===== src/rtl/muldiv_pkg.sv =====
`default_nettype none
// ============================================================================
// Module      : muldiv_pkg
// Description : Shared encodings for the HI/LO multiply/divide unit: md_op
//               request codes, FSM states and the iteration count.
// Revision    : 1.0 - initial release
// ============================================================================
package muldiv_pkg;

  // One quotient/product bit is resolved per iteration edge
  localparam int MD_ITERS = 32;

  // Request codes carried on md_op; 3'd7 is reserved and behaves as NONE
  typedef enum logic [2:0] {
    MD_NONE  = 3'd0,
    MD_MULT  = 3'd1,
    MD_MULTU = 3'd2,
    MD_DIV   = 3'd3,
    MD_DIVU  = 3'd4,
    MD_MTHI  = 3'd5,
    MD_MTLO  = 3'd6
  } md_op_e;

  typedef enum logic [1:0] {
    ST_IDLE = 2'd0,
    ST_MUL  = 2'd1,
    ST_DIV  = 2'd2,
    ST_FIX  = 2'd3
  } md_state_e;

endpackage : muldiv_pkg
`default_nettype wire


===== src/rtl/muldiv_sign_fix.sv =====
`default_nettype none
// ============================================================================
// Module      : muldiv_sign_fix
// Description : Combinational sign handling for the multiply/divide unit.
//               Extracts operand magnitudes at accept time and applies the
//               final conditional negation to a {HI,LO} result pair.
// Revision    : 1.0 - initial release
// ============================================================================
module muldiv_sign_fix #(
  parameter int WIDTH = 32
) (
  input  logic [WIDTH-1:0]   a_i,
  input  logic [WIDTH-1:0]   b_i,
  input  logic               signed_i,
  output logic [WIDTH-1:0]   mag_a_o,
  output logic [WIDTH-1:0]   mag_b_o,
  output logic               a_neg_o,
  output logic               b_neg_o,
  input  logic [2*WIDTH-1:0] fix_val_i,
  input  logic               fix_is_div_i,
  input  logic               fix_neg_hi_i,
  input  logic               fix_neg_lo_i,
  output logic [2*WIDTH-1:0] fix_res_o
);

  // Magnitudes: the most negative value maps onto itself, which is exactly
  // its unsigned magnitude, so no special case is required
  assign a_neg_o = signed_i & a_i[WIDTH-1];
  assign b_neg_o = signed_i & b_i[WIDTH-1];
  assign mag_a_o = a_neg_o ? -a_i : a_i;
  assign mag_b_o = b_neg_o ? -b_i : b_i;

  // Divide negates remainder (HI) and quotient (LO) independently;
  // multiply negates the whole 2*WIDTH product
  always_comb begin
    fix_res_o = fix_val_i;
    if (fix_is_div_i) begin
      if (fix_neg_hi_i) fix_res_o[2*WIDTH-1:WIDTH] = -fix_val_i[2*WIDTH-1:WIDTH];
      if (fix_neg_lo_i) fix_res_o[WIDTH-1:0]       = -fix_val_i[WIDTH-1:0];
    end else if (fix_neg_lo_i) begin
      fix_res_o = -fix_val_i;
    end
  end

endmodule : muldiv_sign_fix
`default_nettype wire


===== src/rtl/hilo_muldiv_unit.sv =====
`default_nettype none
// ============================================================================
// Module      : hilo_muldiv_unit
// Description : Iterative multiply/divide unit owning the HI and LO
//               registers (MULT/MULTU/DIV/DIVU/MTHI/MTLO). Shift-add
//               multiply and restoring divide over operand magnitudes, one
//               bit per cycle, followed by a sign-fix cycle that writes HI/LO.
//               Optional build macro MULDIV_FAST_MULT_EN: MULT/MULTU finish
//               in a single cycle with a combinational product.
// Revision    : 1.0 - initial release
// ============================================================================
module hilo_muldiv_unit
  import muldiv_pkg::*;
#(
  parameter int WIDTH = 32,
  parameter int ITERS = MD_ITERS
) (
  input  logic             clk,
  input  logic             rst,
  input  logic             md_valid,
  input  logic [2:0]       md_op,
  input  logic [WIDTH-1:0] src_a,
  input  logic [WIDTH-1:0] src_b,
  output logic             md_busy,
  output logic             md_done,
  output logic [WIDTH-1:0] hi_out,
  output logic [WIDTH-1:0] lo_out
);

  localparam int c_cnt_w = $clog2(ITERS + 1);

  md_state_e            state_q;
  logic [WIDTH-1:0]     hi_q, lo_q;
  logic                 busy_q, done_q;
  logic [c_cnt_w-1:0]   cnt_q;
  // Multiply: {partial product, remaining multiplier bits}
  // Divide  : {partial remainder, dividend bits / quotient bits}
  logic [2*WIDTH-1:0]   acc_q, acc_d;
  logic [WIDTH-1:0]     opb_q;       // multiplicand or divisor magnitude
  logic                 is_div_q;
  logic                 neg_hi_q;    // negate remainder
  logic                 neg_lo_q;    // negate product / quotient

  logic                 w_accept;
  logic                 w_is_signed;
  logic [WIDTH-1:0]     w_mag_a, w_mag_b;
  logic                 w_a_neg, w_b_neg;
  logic [2*WIDTH-1:0]   w_fix_val, w_fix_res;
  logic                 w_fix_is_div, w_fix_neg_hi, w_fix_neg_lo;
  logic [WIDTH:0]       w_mul_sum;
  logic [WIDTH:0]       w_div_trial;

  assign w_accept    = md_valid & ~busy_q &
                       (md_op != MD_NONE) & (md_op != 3'd7);
  assign w_is_signed = (md_op == MD_MULT) | (md_op == MD_DIV);

  muldiv_sign_fix #(.WIDTH(WIDTH)) u_sign_fix (
    .a_i          (src_a),
    .b_i          (src_b),
    .signed_i     (w_is_signed),
    .mag_a_o      (w_mag_a),
    .mag_b_o      (w_mag_b),
    .a_neg_o      (w_a_neg),
    .b_neg_o      (w_b_neg),
    .fix_val_i    (w_fix_val),
    .fix_is_div_i (w_fix_is_div),
    .fix_neg_hi_i (w_fix_neg_hi),
    .fix_neg_lo_i (w_fix_neg_lo),
    .fix_res_o    (w_fix_res)
  );

  // Select what the sign-fix stage operates on (fast product while idle)
  always_comb begin
    w_fix_val    = acc_q;
    w_fix_is_div = is_div_q;
    w_fix_neg_hi = neg_hi_q;
    w_fix_neg_lo = neg_lo_q;
`ifdef MULDIV_FAST_MULT_EN
    if (state_q == ST_IDLE) begin
      w_fix_val    = {{WIDTH{1'b0}}, w_mag_a} * {{WIDTH{1'b0}}, w_mag_b};
      w_fix_is_div = 1'b0;
      w_fix_neg_hi = 1'b0;
      w_fix_neg_lo = w_a_neg ^ w_b_neg;
    end
`endif
  end

  // One shift-add or restoring-divide step on the shared accumulator
  always_comb begin
    w_mul_sum   = {1'b0, acc_q[2*WIDTH-1:WIDTH]} + (acc_q[0] ? {1'b0, opb_q} : '0);
    w_div_trial = {acc_q[2*WIDTH-1:WIDTH], acc_q[WIDTH-1]} - {1'b0, opb_q};
    acc_d       = acc_q;
    if (state_q == ST_MUL) begin
      acc_d = {w_mul_sum, acc_q[WIDTH-1:1]};
    end else if (state_q == ST_DIV) begin
      if (!w_div_trial[WIDTH]) acc_d = {w_div_trial[WIDTH-1:0], acc_q[WIDTH-2:0], 1'b1};
      else                     acc_d = {acc_q[2*WIDTH-2:0], 1'b0};
    end
  end

  // Control FSM, HI/LO ownership and registered status outputs
  always_ff @(posedge clk or posedge rst) begin
    if (rst) begin
      state_q  <= ST_IDLE;
      hi_q     <= '0;
      lo_q     <= '0;
      busy_q   <= 1'b0;
      done_q   <= 1'b0;
      cnt_q    <= '0;
      acc_q    <= '0;
      opb_q    <= '0;
      is_div_q <= 1'b0;
      neg_hi_q <= 1'b0;
      neg_lo_q <= 1'b0;
    end else begin
      done_q <= 1'b0;
      case (state_q)
        ST_IDLE: begin
          if (w_accept) begin
            case (md_op)
              MD_MTHI: hi_q <= src_a;
              MD_MTLO: lo_q <= src_a;
              MD_MULT, MD_MULTU: begin
`ifdef MULDIV_FAST_MULT_EN
                {hi_q, lo_q} <= w_fix_res;
                done_q       <= 1'b1;
`else
                state_q  <= ST_MUL;
                busy_q   <= 1'b1;
                cnt_q    <= '0;
                acc_q    <= {{WIDTH{1'b0}}, w_mag_b};
                opb_q    <= w_mag_a;
                is_div_q <= 1'b0;
                neg_hi_q <= 1'b0;
                neg_lo_q <= w_a_neg ^ w_b_neg;
`endif
              end
              MD_DIV, MD_DIVU: begin
                state_q  <= ST_DIV;
                busy_q   <= 1'b1;
                cnt_q    <= '0;
                acc_q    <= {{WIDTH{1'b0}}, w_mag_a};
                opb_q    <= w_mag_b;
                is_div_q <= 1'b1;
                // Divide by zero leaves an all-ones quotient and the dividend
                // magnitude as remainder; re-signing the remainder restores
                // the original dividend, and the quotient must stay all-ones
                neg_hi_q <= w_a_neg;
                neg_lo_q <= (w_a_neg ^ w_b_neg) & (src_b != '0);
              end
              default: ;
            endcase
          end
        end
        ST_MUL, ST_DIV: begin
          acc_q <= acc_d;
          cnt_q <= cnt_q + c_cnt_w'(1);
          if (cnt_q == c_cnt_w'(ITERS - 1)) state_q <= ST_FIX;
        end
        ST_FIX: begin
          {hi_q, lo_q} <= w_fix_res;
          state_q      <= ST_IDLE;
          busy_q       <= 1'b0;
          done_q       <= 1'b1;
          cnt_q        <= '0;
        end
        default: state_q <= ST_IDLE;
      endcase
    end
  end

  assign md_busy = busy_q;
  assign md_done = done_q;
  assign hi_out  = hi_q;
  assign lo_out  = lo_q;

endmodule : hilo_muldiv_unit
`default_nettype wire


===== config.mk =====
export PLATFORM = sky130hd
export DESIGN_NAME = hilo_muldiv_unit
export DESIGN_NICKNAME = d
export VERILOG_FILES = /design/src/rtl/muldiv_pkg.sv /design/src/rtl/muldiv_sign_fix.sv /design/src/rtl/hilo_muldiv_unit.sv
export SDC_FILE = /design/constraint.sdc
export NUM_CORES = 1
export LEC_CHECK = 0
export CAP_MARGIN = 10
export CORE_MARGIN = 2
export CORE_UTILIZATION = 50
export CTS_CLUSTER_DIAMETER = 40
export DETAILED_ROUTE_END_ITERATION = 8
export HOLD_SLACK_MARGIN = 0.12
export PLACE_DENSITY = 0.71
export SYNTH_ARGS = -nofsm -noshare
export SYNTH_HDL_FRONTEND = slang
export SYNTH_SLANG_ARGS = --single-unit

===== constraint.sdc =====
create_clock -name clk -period 14.15 [get_ports clk]
set_input_delay 2.83 -clock clk [delete_from_list [all_inputs] [get_ports clk]]
set_output_delay 2.83 -clock clk [all_outputs]
set_load 0.03 [all_outputs]

==> results of run 1 <==
cells in the final DEF, fill, tap and decap left out, drive strengths merged, types with 7 or more instances in the layout:
master / netlist / final
nor4: 17 / 17
xnor2: 77 / 77
xor2: 81 / 81
a211oi: 34 / 34
and2: 10 / 10
nand2: 239 / 239
nor2b: 12 / 12
or4: 10 / 10
nand2b: 21 / 21
o311ai: 7 / 7
mux2i: 35 / 35
or2: 8 / 8
nand4: 14 / 14
nand3: 28 / 28
o21ai: 236 / 236
a21o: 47 / 47
mux2: 25 / 25
nor2: 172 / 172
clkbuf: 92 / 19
o41ai: 13 / 13
ha: 74 / 74
nor3: 33 / 33
a21oi: 178 / 178
a22o: 8 / 8
o211ai: 18 / 18
a221oi: 9 / 9
clkdlybuf4s50: 0 / 135
or3: 17 / 17
o31ai: 29 / 29
inv: 73 / 75
and3: 13 / 13
o21bai: 9 / 9
o21a: 12 / 12
buf: 16 / 17
dfrtp: 173 / 173
a31oi: 24 / 24
o221ai: 7 / 7
layout make-up:
class | count | share of cell area (%)
clock buffer | 19 | 2.550
clock inverter | 12 | 0.7997
timing repair buffer | 152 | 8.516
multi-input combinational | 1605 | 58.77
sequential | 173 | 24.93
inverter | 74 | 1.628
tap | 390 | 2.810
layer usage:
metal  vias up  global-route usage [%]
met1      7284                   52.37
li1       7204                       -
met5         -                       0
met4         0                   13.80
met2       871                   50.82
met3       101                   6.436
flip-flops by register name, summed over array words and instances, names as in the netlist:
register,count
is_div_q,1
acc_q,64
md_done,1
md_busy,1
cnt_q,6
state_q,2
opb_q,32
neg_hi_q,1
hi_out,32
lo_out,32
neg_lo_q,1
through the flow:
step	hold slack [ns]	total power [mW]	area, um2	cells	worst slack (ns)
2_1_floorplan	0.4498	0.6233	15170	1960	6.632
3_3_place_gp	0.4585	0.7000	16780	2394	7.105
3_5_place_dp	0.4670	0.7017	16780	2394	7.035
4_1_cts	0.4806	1.181	17370	2425	7.479
5_1_grt	0.5012	1.226	17370	2425	7.052
6_report	0.4794	1.187	17370	2425	7.281
kinds of logic after synthesis:
kind of cell / Yosys count / synth area share, %
buf+inv: 182 / 4.570
simple gates: 620 / 19.15
mux: 60 / 4.166
compound gates: 691 / 28.08
fa+ha+maj: 76 / 6.369
xor+xnor: 158 / 9.124
flops: 173 / 28.54
cell usage after synthesis, types with 18 or more instances:
cell        n  area (um2)
xor2_1     81       709.4
a21o_1     47       352.8
nor3_1     33       165.2
a211oi_1   34       255.2
clkbuf_1   92       345.3
a21oi_1   177       885.9
nand2b_1   21       131.4
mux2i_1    35       350.3
ha_1       74       925.9
dfrtp_1   173        4329
nand3_1    28       140.1
xnor2_1    77       674.4
a31oi_1    24       150.1
o31ai_1    27       202.7
nor2_1    172       645.6
o21ai_0   235        1176
mux2_2     25       281.5
inv_1      73       274.0
o211ai_1   18       135.1
nand2_1   239       897.1
worst max-delay path, cell delays in order:
cell	delay [ns]
clkdlybuf4s50_1	0.56
or3_1	0.49
a31oi_1	0.74
or2_2	0.23
buf_4	0.63
nor2_1	0.31
nand2_1	0.72
o311ai_0	0.24
nor3b_1	0.24
nand3_1	0.09
worst paths after layout:
check | start | end | slack, ns | cells after the start
worst max register to register | acc_q[31] | acc_q[56] | 9.47 | 12
worst min-delay path | hi_out[25] | hi_out[25] | 0.48 | 1
max in group asynchronous | rst | acc_q[20] | 9.98 | 3
worst min register to register | hi_out[25] | hi_out[25] | 0.48 | 1
min in group asynchronous | rst | lo_out[14] | 2.81 | 2
worst max-delay path | md_op[2] | acc_q[59] | 7.28 | 10
report_power, final:
part	leakage [nW]	switching (mW)	total [mW]	internal (mW)
Combinational	4.84	0.115	0.183	0.0682
Clock	0.277	0.221	0.487	0.266
Sequential	2.37	0.0159	0.517	0.501
Total	7.49	0.352	1.19	0.835
==> results.json, run 1 <==
{
  "status": "complete, no violations",
  "overflow": 0,
  "synth_seq_cells": 173,
  "antenna_found_initial": 0,
  "dp_hpwl_um": 42240,
  "syn-num-nets": 2106,
  "final_core_util_pct": 58.44,
  "ys.flop_type": "dfrtp_1",
  "clock.fmax_ghz": 0.1456,
  "critPathRequiredTime_ns": 14.47,
  "insertedDiodeCount": 0,
  "track_usage_pct": 35.42,
  "yosysWarnings": 0,
  "async_flop_share_pct": 100.0,
  "rsz0062_at_grt": "no",
  "cts_setup_buffers": 0,
  "die_w_um": 178.2,
  "drt-met1-wl_um": 24710,
  "drc": 0,
  "nets": 2169,
  "synth_edf_count": 0,
  "grt_pass1_vias": 14030,
  "clock_latency_ns": 0.44,
  "fin_setup_tns_ns": 0,
  "die_h_um": 178.2,
  "worst_slew_pin_slew_ns": 1.173,
  "io_buffers": 135,
  "end_kind": "flip-flop",
  "path_class": "primary input to flip-flop",
  "fillers": 2791,
  "met3_length_um": 5937,
  "crit_arrival_ns": 7.19,
  "viasPerCell": 6.375,
  "wire_per_inst_um": 22.96,
  "tritoncts": "yes",
  "hold_viol": 0,
  "relSlewSlack_pct": 21.09,
  "multi_input_area_um2": 10210,
  "numCtsBuffers": 17,
  "cap_violations": 0,
  "wl_um": 55680,
  "cts_hold_buf": 0,
  "syn_inst": 1960,
  "grt_max_degree": 97,
  "path_clk_slew_ns": 0.07,
  "drive_above_1_share_pct": 5.111,
  "cts_resized": 0,
  "wl_met2_um": 22740,
  "clock_skew_ns": 0.01201,
  "gp_congestion": 0.9536,
  "syn2layout_area_growth_pct": 14.50,
  "syn-cell-area_um2": 15170,
  "grt_pass1_wl_um": 84660,
  "firstDrtPassIters": 6,
  "antenna_left": 0,
  "dr.max_layer_used": "met4",
  "drtIter0Drc": 1950,
  "avgSynthCellArea_um2": 7.738,
  "period_share_pct": 48.54,
  "synth_cell_type_count": 81,
  "core-area_um2": 29720,
  "leakage_nw": 7.489,
  "start_util_pct": 51.04,
  "die-area_um2": 31740,
  "cts.path.max_buffers": 2,
  "min_period_ns": 6.869,
  "slew_violations": 0,
  "crit_fanout": 82,
  "worstHoldPathType": "flip-flop to flip-flop",
  "p_per_area_nw_per_um2": 68.34,
  "root_buffer": "clkbuf_16",
  "regArea_um2": 4329,
  "ir_drop_v": 0.00006997,
  "num_rows": 63,
  "cts_htree_levels": 4,
  "cts_sinks": 173,
  "finalSetupViolCount": 0,
  "worst_setup_path_start_kind": "primary input",
  "vias": 15460,
  "io_pins": 136,
  "ys_seq_area_share_pct": 28.54
}
(Power assumes the default switching activity.)
==> run 2: changes to the inputs <==
==> constraint.sdc (replaced) <==
create_clock -name clk -period 6.8 [get_ports clk]
set_input_delay 1.36 -clock clk [delete_from_list [all_inputs] [get_ports clk]]
set_output_delay 1.36 -clock clk [all_outputs]
set_load 0.03 [all_outputs]
==> run 2 against run 1 <==
Net effect:
- combinational power up 110%
- power up 100%
- clock power up 94%
- utilization down 0.076 points
- sequential share of layout area about the same
- via count up 1.2%
- cell area down 0.13%
- first-iteration DRC count down 8.2%
- global-route usage down 0.10 points
- sequential power up 110%
- critical path type unchanged
- largest cell class unchanged
- largest power group unchanged
==> results.json, run 2 (synthesis gave the netlist of run 1 again) <==
{
  "die_w_um": 178.2,
  "track_usage_pct": 35.32,
  "layout_commonest_cell": "nand2_1",
  "firstDrtPassIters": 6,
  "io_buffers": 135,
  "cts_setup_buffers": 0,
  "wire_per_inst_um": 22.94,
  "hold_start": "hi_out[18]",
  "antenna_found_initial": 1,
  "clock.fmax_ghz": 0.2152,
  "p_per_area_nw_per_um2": 138.4,
  "gp_congestion": 0.9840,
  "hold-path-endpoint": "hi_out[18]",
  "core-area_um2": 29720,
  "io_pins": 136,
  "tritoncts": "yes",
  "final_cell_mix": "nand2_1, o21ai_0, a21oi_1, dfrtp_1, nor2_1",
  "r2r_cells": 12,
  "cts_sinks": 173,
  "fin_setup_tns_ns": 0,
  "cts_hold_buf": 0,
  "numCtsBuffers": 17,
  "drive_above_1_share_pct": 5.199,
  "worst_setup_path_start_kind": "primary input",
  "r2r_setup_slack_ns": 2.33,
  "syn2layout_area_growth_pct": 14.35,
  "wl_um": 55730,
  "path_class": "primary input to flip-flop",
  "rsz0062_at_grt": "no",
  "ir_drop_v": 0.0001541,
  "cap_violations": 0,
  "hold_path_depth": 2,
  "grt_pass1_wl_um": 84390,
  "clock_skew_ns": 0.01426,
  "nets": 2172,
  "start_util_pct": 51.04,
  "largest_register_ffs": 64,
  "die-area_um2": 31740,
  "multi_input_area_um2": 10210,
  "worst_slew_pin_slew_ns": 1.031,
  "drtIter0Drc": 1790,
  "clock_latency_ns": 0.45,
  "dp_hpwl_um": 42390,
  "root_buffer": "clkbuf_16",
  "r2r-end": "acc_q[36]",
  "drc": 0,
  "leakage_nw": 7.486,
  "slew_violations": 0,
  "crit_fanout": 18,
  "worstHoldPathType": "flip-flop to flip-flop",
  "min_period_ns": 4.647,
  "die_h_um": 178.2,
  "cts.path.max_buffers": 2,
  "antenna_left": 0,
  "relSlewSlack_pct": 30.67,
  "cts_htree_levels": 4,
  "insertedDiodeCount": 0,
  "critPathRequiredTime_ns": 7.18,
  "period_share_pct": 68.33,
  "final_core_util_pct": 58.36,
  "status": "complete, no violations",
  "finalSetupViolCount": 0,
  "overflow": 0,
  "reg2reg_from": "acc_q[31]",
  "end_kind": "flip-flop",
  "vias": 15650,
  "path_clk_slew_ns": 0.07,
  "num_rows": 63,
  "grt_max_degree": 97,
  "grt_pass1_vias": 14050,
  "crit_arrival_ns": 5.03,
  "crit_start": "md_op[1]",
  "regArea_um2": 4329,
  "fillers": 2777,
  "cts_resized": 0,
  "hold_viol": 0,
  "top_register": "acc_q",
  "viasPerCell": 6.443
}
run 2: changes by cell type in the layout (fill, tap and decap cells not counted), sizes merged:
cell      change
inv           +1
clkinvlp      -1
clkinv        +1
buf           +3
bufinv        -2
clkbuf        +2
run 2: layout make-up:
type                            instances  area share (%)
Multi-Input combinational cell       1605           58.84
Sequential cell                       173           24.96
Timing Repair Buffer                  155           8.657
Tap cell                              390           2.813
Clock buffer                           21           2.597
Inverter                               74           1.630
Clock inverter                         11          0.4978
run 2: per-stage QoR:
step	cells	setup WS [ns]	hold slack [ns]	total power, mW	instance area, um2
after CTS	2429	2.185	0.4800	2.387	17340
final	2429	2.153	0.4736	2.400	17340
after detailed placement	2397	1.721	0.4650	1.461	16810
after global routing	2429	1.897	0.5007	2.479	17340
after floorplan	1960	0.7515	0.4498	1.297	15170
after global placement	2397	1.849	0.4582	1.457	16810
run 2: metal layers:
metal | part of all wire (%) | vias to the layer above | global-route usage [%]
met5 | 0 | - | 0
met4 | 4.9 | 0 | 15.61
met3 | 10 | 114 | 6.948
met2 | 40 | 865 | 50.06
met1 | 44 | 7433 | 51.67
li1 | - | 7238 | -
run 2: where the power goes:
group	switching (mW)	internal, mW	total, mW
Sequential	0.0326	1.04	1.07
Clock	0.463	0.482	0.945
Combinational	0.238	0.142	0.380
Total	0.733	1.67	2.40
run 2: worst max path at each step:
stage                end  depth (start not counted)
2_1_floorplan   acc_q[0]                          1
3_3_place_gp   acc_q[59]                          9
3_5_place_dp   acc_q[59]                          9
4_1_cts        acc_q[59]                          9
5_1_grt        acc_q[60]                         10
6_report       acc_q[59]                          9
run 2: critical path, stage by stage:
cell             delay, ns
clkdlybuf4s50_1       0.57
o21ai_0               0.40
a31oi_1               0.39
or2_2                 0.40
nor2_1                0.51
nand2_1               0.65
o311ai_0              0.55
nor3b_1               0.11
nand3_1               0.08
==> run 3: changes to the inputs <==
--- a/config.mk
+++ b/config.mk
@@ -11,7 +11,7 @@
 export CTS_CLUSTER_DIAMETER = 40
 export DETAILED_ROUTE_END_ITERATION = 8
 export HOLD_SLACK_MARGIN = 0.12
-export PLACE_DENSITY = 0.71
+export PLACE_DENSITY = 0.74
 export SYNTH_ARGS = -nofsm -noshare
 export SYNTH_HDL_FRONTEND = slang
 export SYNTH_SLANG_ARGS = --single-unit
==> constraint.sdc (replaced) <==
create_clock -name clk -period 4.2 [get_ports clk]
set_input_delay 0.84 -clock clk [delete_from_list [all_inputs] [get_ports clk]]
set_output_delay 0.84 -clock clk [all_outputs]
set_load 0.03 [all_outputs]
==> run 3 against run 2 <==
Net effect:
- combinational power rose by 70%
- non-clock buffer count increased by 70
- sequential power grew 62%
- critical path type is now flip-flop to flip-flop
- highest routed layer unchanged
==> results.json, run 3 (synthesis gave the netlist of run 1 again) <==
{
  "slowest_stage": "dfrtp_1",
  "min_period_ns": 3.910,
  "nets": 2242,
  "place_inst": 2467,
  "overflow": 0,
  "worstHoldPathType": "flip-flop to flip-flop",
  "grt_max_degree": 107,
  "cp_num_buf_inv": 1,
  "max_stage_delay_ns": 0.57,
  "relSlewSlack_pct": 35.23,
  "worst_slew_pin_slew_ns": 0.9680,
  "clock_latency_ns": 0.45,
  "total_power_mw": 4.044,
  "leakage_nw": 7.878,
  "slew_violations": 0,
  "io_buffers": 135,
  "crit_arrival_ns": 4.25,
  "end_kind": "flip-flop",
  "num_rows": 63,
  "gp_congestion": 0.9829,
  "cts_htree_levels": 4,
  "rsz0062_at_grt": "no",
  "final_cells": 2499,
  "numCtsBuffers": 17,
  "cts_resized": 0,
  "setup_slack_ns": 0.2899,
  "grt_pass1_wl_um": 85040,
  "fin_setup_tns_ns": 0,
  "start_util_pct": 51.04,
  "viasPerCell": 6.367,
  "wire_per_inst_um": 22.29,
  "drive_above_1_share_pct": 8.487,
  "insertedDiodeCount": 0,
  "tritoncts": "yes",
  "ir_drop_v": 0.0003121,
  "timing.hold.ws_ns": 0.4790,
  "crit_fanout": 9,
  "final_cell_mix": "nand2_1, o21ai_0, a21oi_1, dfrtp_1, nor2_1",
  "fillers": 2720,
  "top_register": "acc_q",
  "layout_commonest_cell": "nand2_1",
  "cts_setup_buffers": 0,
  "cts_hold_buf": 0,
  "clock.fmax_ghz": 0.2557,
  "wl_um": 55710,
  "grt_pass1_vias": 14630,
  "largest_register_ffs": 64,
  "drc": 0,
  "clock_skew_ns": 0.01471,
  "dp_hpwl_um": 42910,
  "core-area_um2": 29720,
  "path_clk_slew_ns": 0.08,
  "status": "complete, no violations",
  "root_buffer": "clkbuf_16",
  "worst_setup_path_start_kind": "flip-flop",
  "antenna_found_initial": 1,
  "track_usage_pct": 35.32,
  "critPathRequiredTime_ns": 4.54,
  "path_delay_family": "compound AO/OA/AOI/OAI gates",
  "firstDrtPassIters": 7,
  "period_share_pct": 93.10,
  "cap_violations": 0,
  "cts.path.max_buffers": 2,
  "hold_viol": 0,
  "drtIter0Drc": 1898,
  "io_pins": 136,
  "p_per_area_nw_per_um2": 225.1,
  "die-area_um2": 31740,
  "vias": 15910,
  "die_w_um": 178.2,
  "syn2layout_area_growth_pct": 18.44,
  "pre_cts_slack_ns": 0.1849,
  "path_class": "flip-flop to flip-flop",
  "crit_chain": "ha_1 > inv_1 > fa_1 > nand2b_1 > a21oi_1 > o21ai_0 > a21boi_0 > o211ai_1 > nand2_1 > a31oi_1 > o31a_1 > a311oi_1",
  "cts_sinks": 173,
  "antenna_left": 0,
  "die_h_um": 178.2,
  "finalSetupViolCount": 0
}
## run 3: cell types whose count changed in the layout (fill, tap and decap cells not counted)
cell        before  now
buf_4           20   87
inv_6            4    6
buf_12           0    3
clkinv_4         4    2
clkinvlp_4       2    3
clkbuf_1         3    0
bufinv_16        0    2
## run 3: through the flow
| step | area, um2 | utilization (%) |
|---|---|---|
| floorplan | 15170 | - |
| global placement | 17370 | 58.45 |
| detailed placement | 17370 | 58.45 |
| CTS | 17960 | 60.45 |
| global route | 17960 | 60.45 |
| finish | 17960 | 60.45 |
## run 3: layer usage
layer | GRT usage (%) | vias to the layer above | wire length (um)
met4 | 16.73 | 0 | 2868
met3 | 6.650 | 129 | 5819
met5 | 0 | - | 0
met1 | 49.78 | 7544 | 23980
li1 | - | 7376 | -
met2 | 52.03 | 862 | 23040
## run 3: area by class of cell
type                       count  area, um2  area share (%)
clock buffer                  18      439.2           2.445
timing repair buffer         225       2064           11.49
multi-input combinational   1605      10210           56.82
inverter                      74      281.5           1.567
tap                          390      488.0           2.716
clock inverter                14      155.1          0.8637
sequential                   173       4329           24.10
## run 3: final timing paths
check	start	endpoint	slack, ns	cells past startpoint
min in group asynchronous	rst	lo_out[16]	0.86	3
hold reg to reg	hi_out[23]	hi_out[23]	0.48	2
hold / removal	hi_out[23]	hi_out[23]	0.48	2
setup reg to reg	acc_q[32]	acc_q[63]	0.29	12
setup / recovery	acc_q[32]	acc_q[63]	0.29	12
max in group asynchronous	rst	acc_q[59]	2.78	3
## run 3: power breakdown
part           internal, mW  switching (mW)  leakage (nW)
Clock                 0.904           0.761         0.288
Combinational         0.253           0.393          5.22
Sequential             1.69          0.0453          2.37
Total                  2.84            1.20          7.88
## run 3: worst register-to-register path: cells and delay by family, from the launching register on
kind	cells	cell delay (ns)
AO/OA/AOI/OAI	7	2.06
adder cells (fa/ha/maj)	2	0.65
flip-flops	1	0.57
AND/OR/NAND/NOR	2	0.44
buffers and inverters	1	0.07
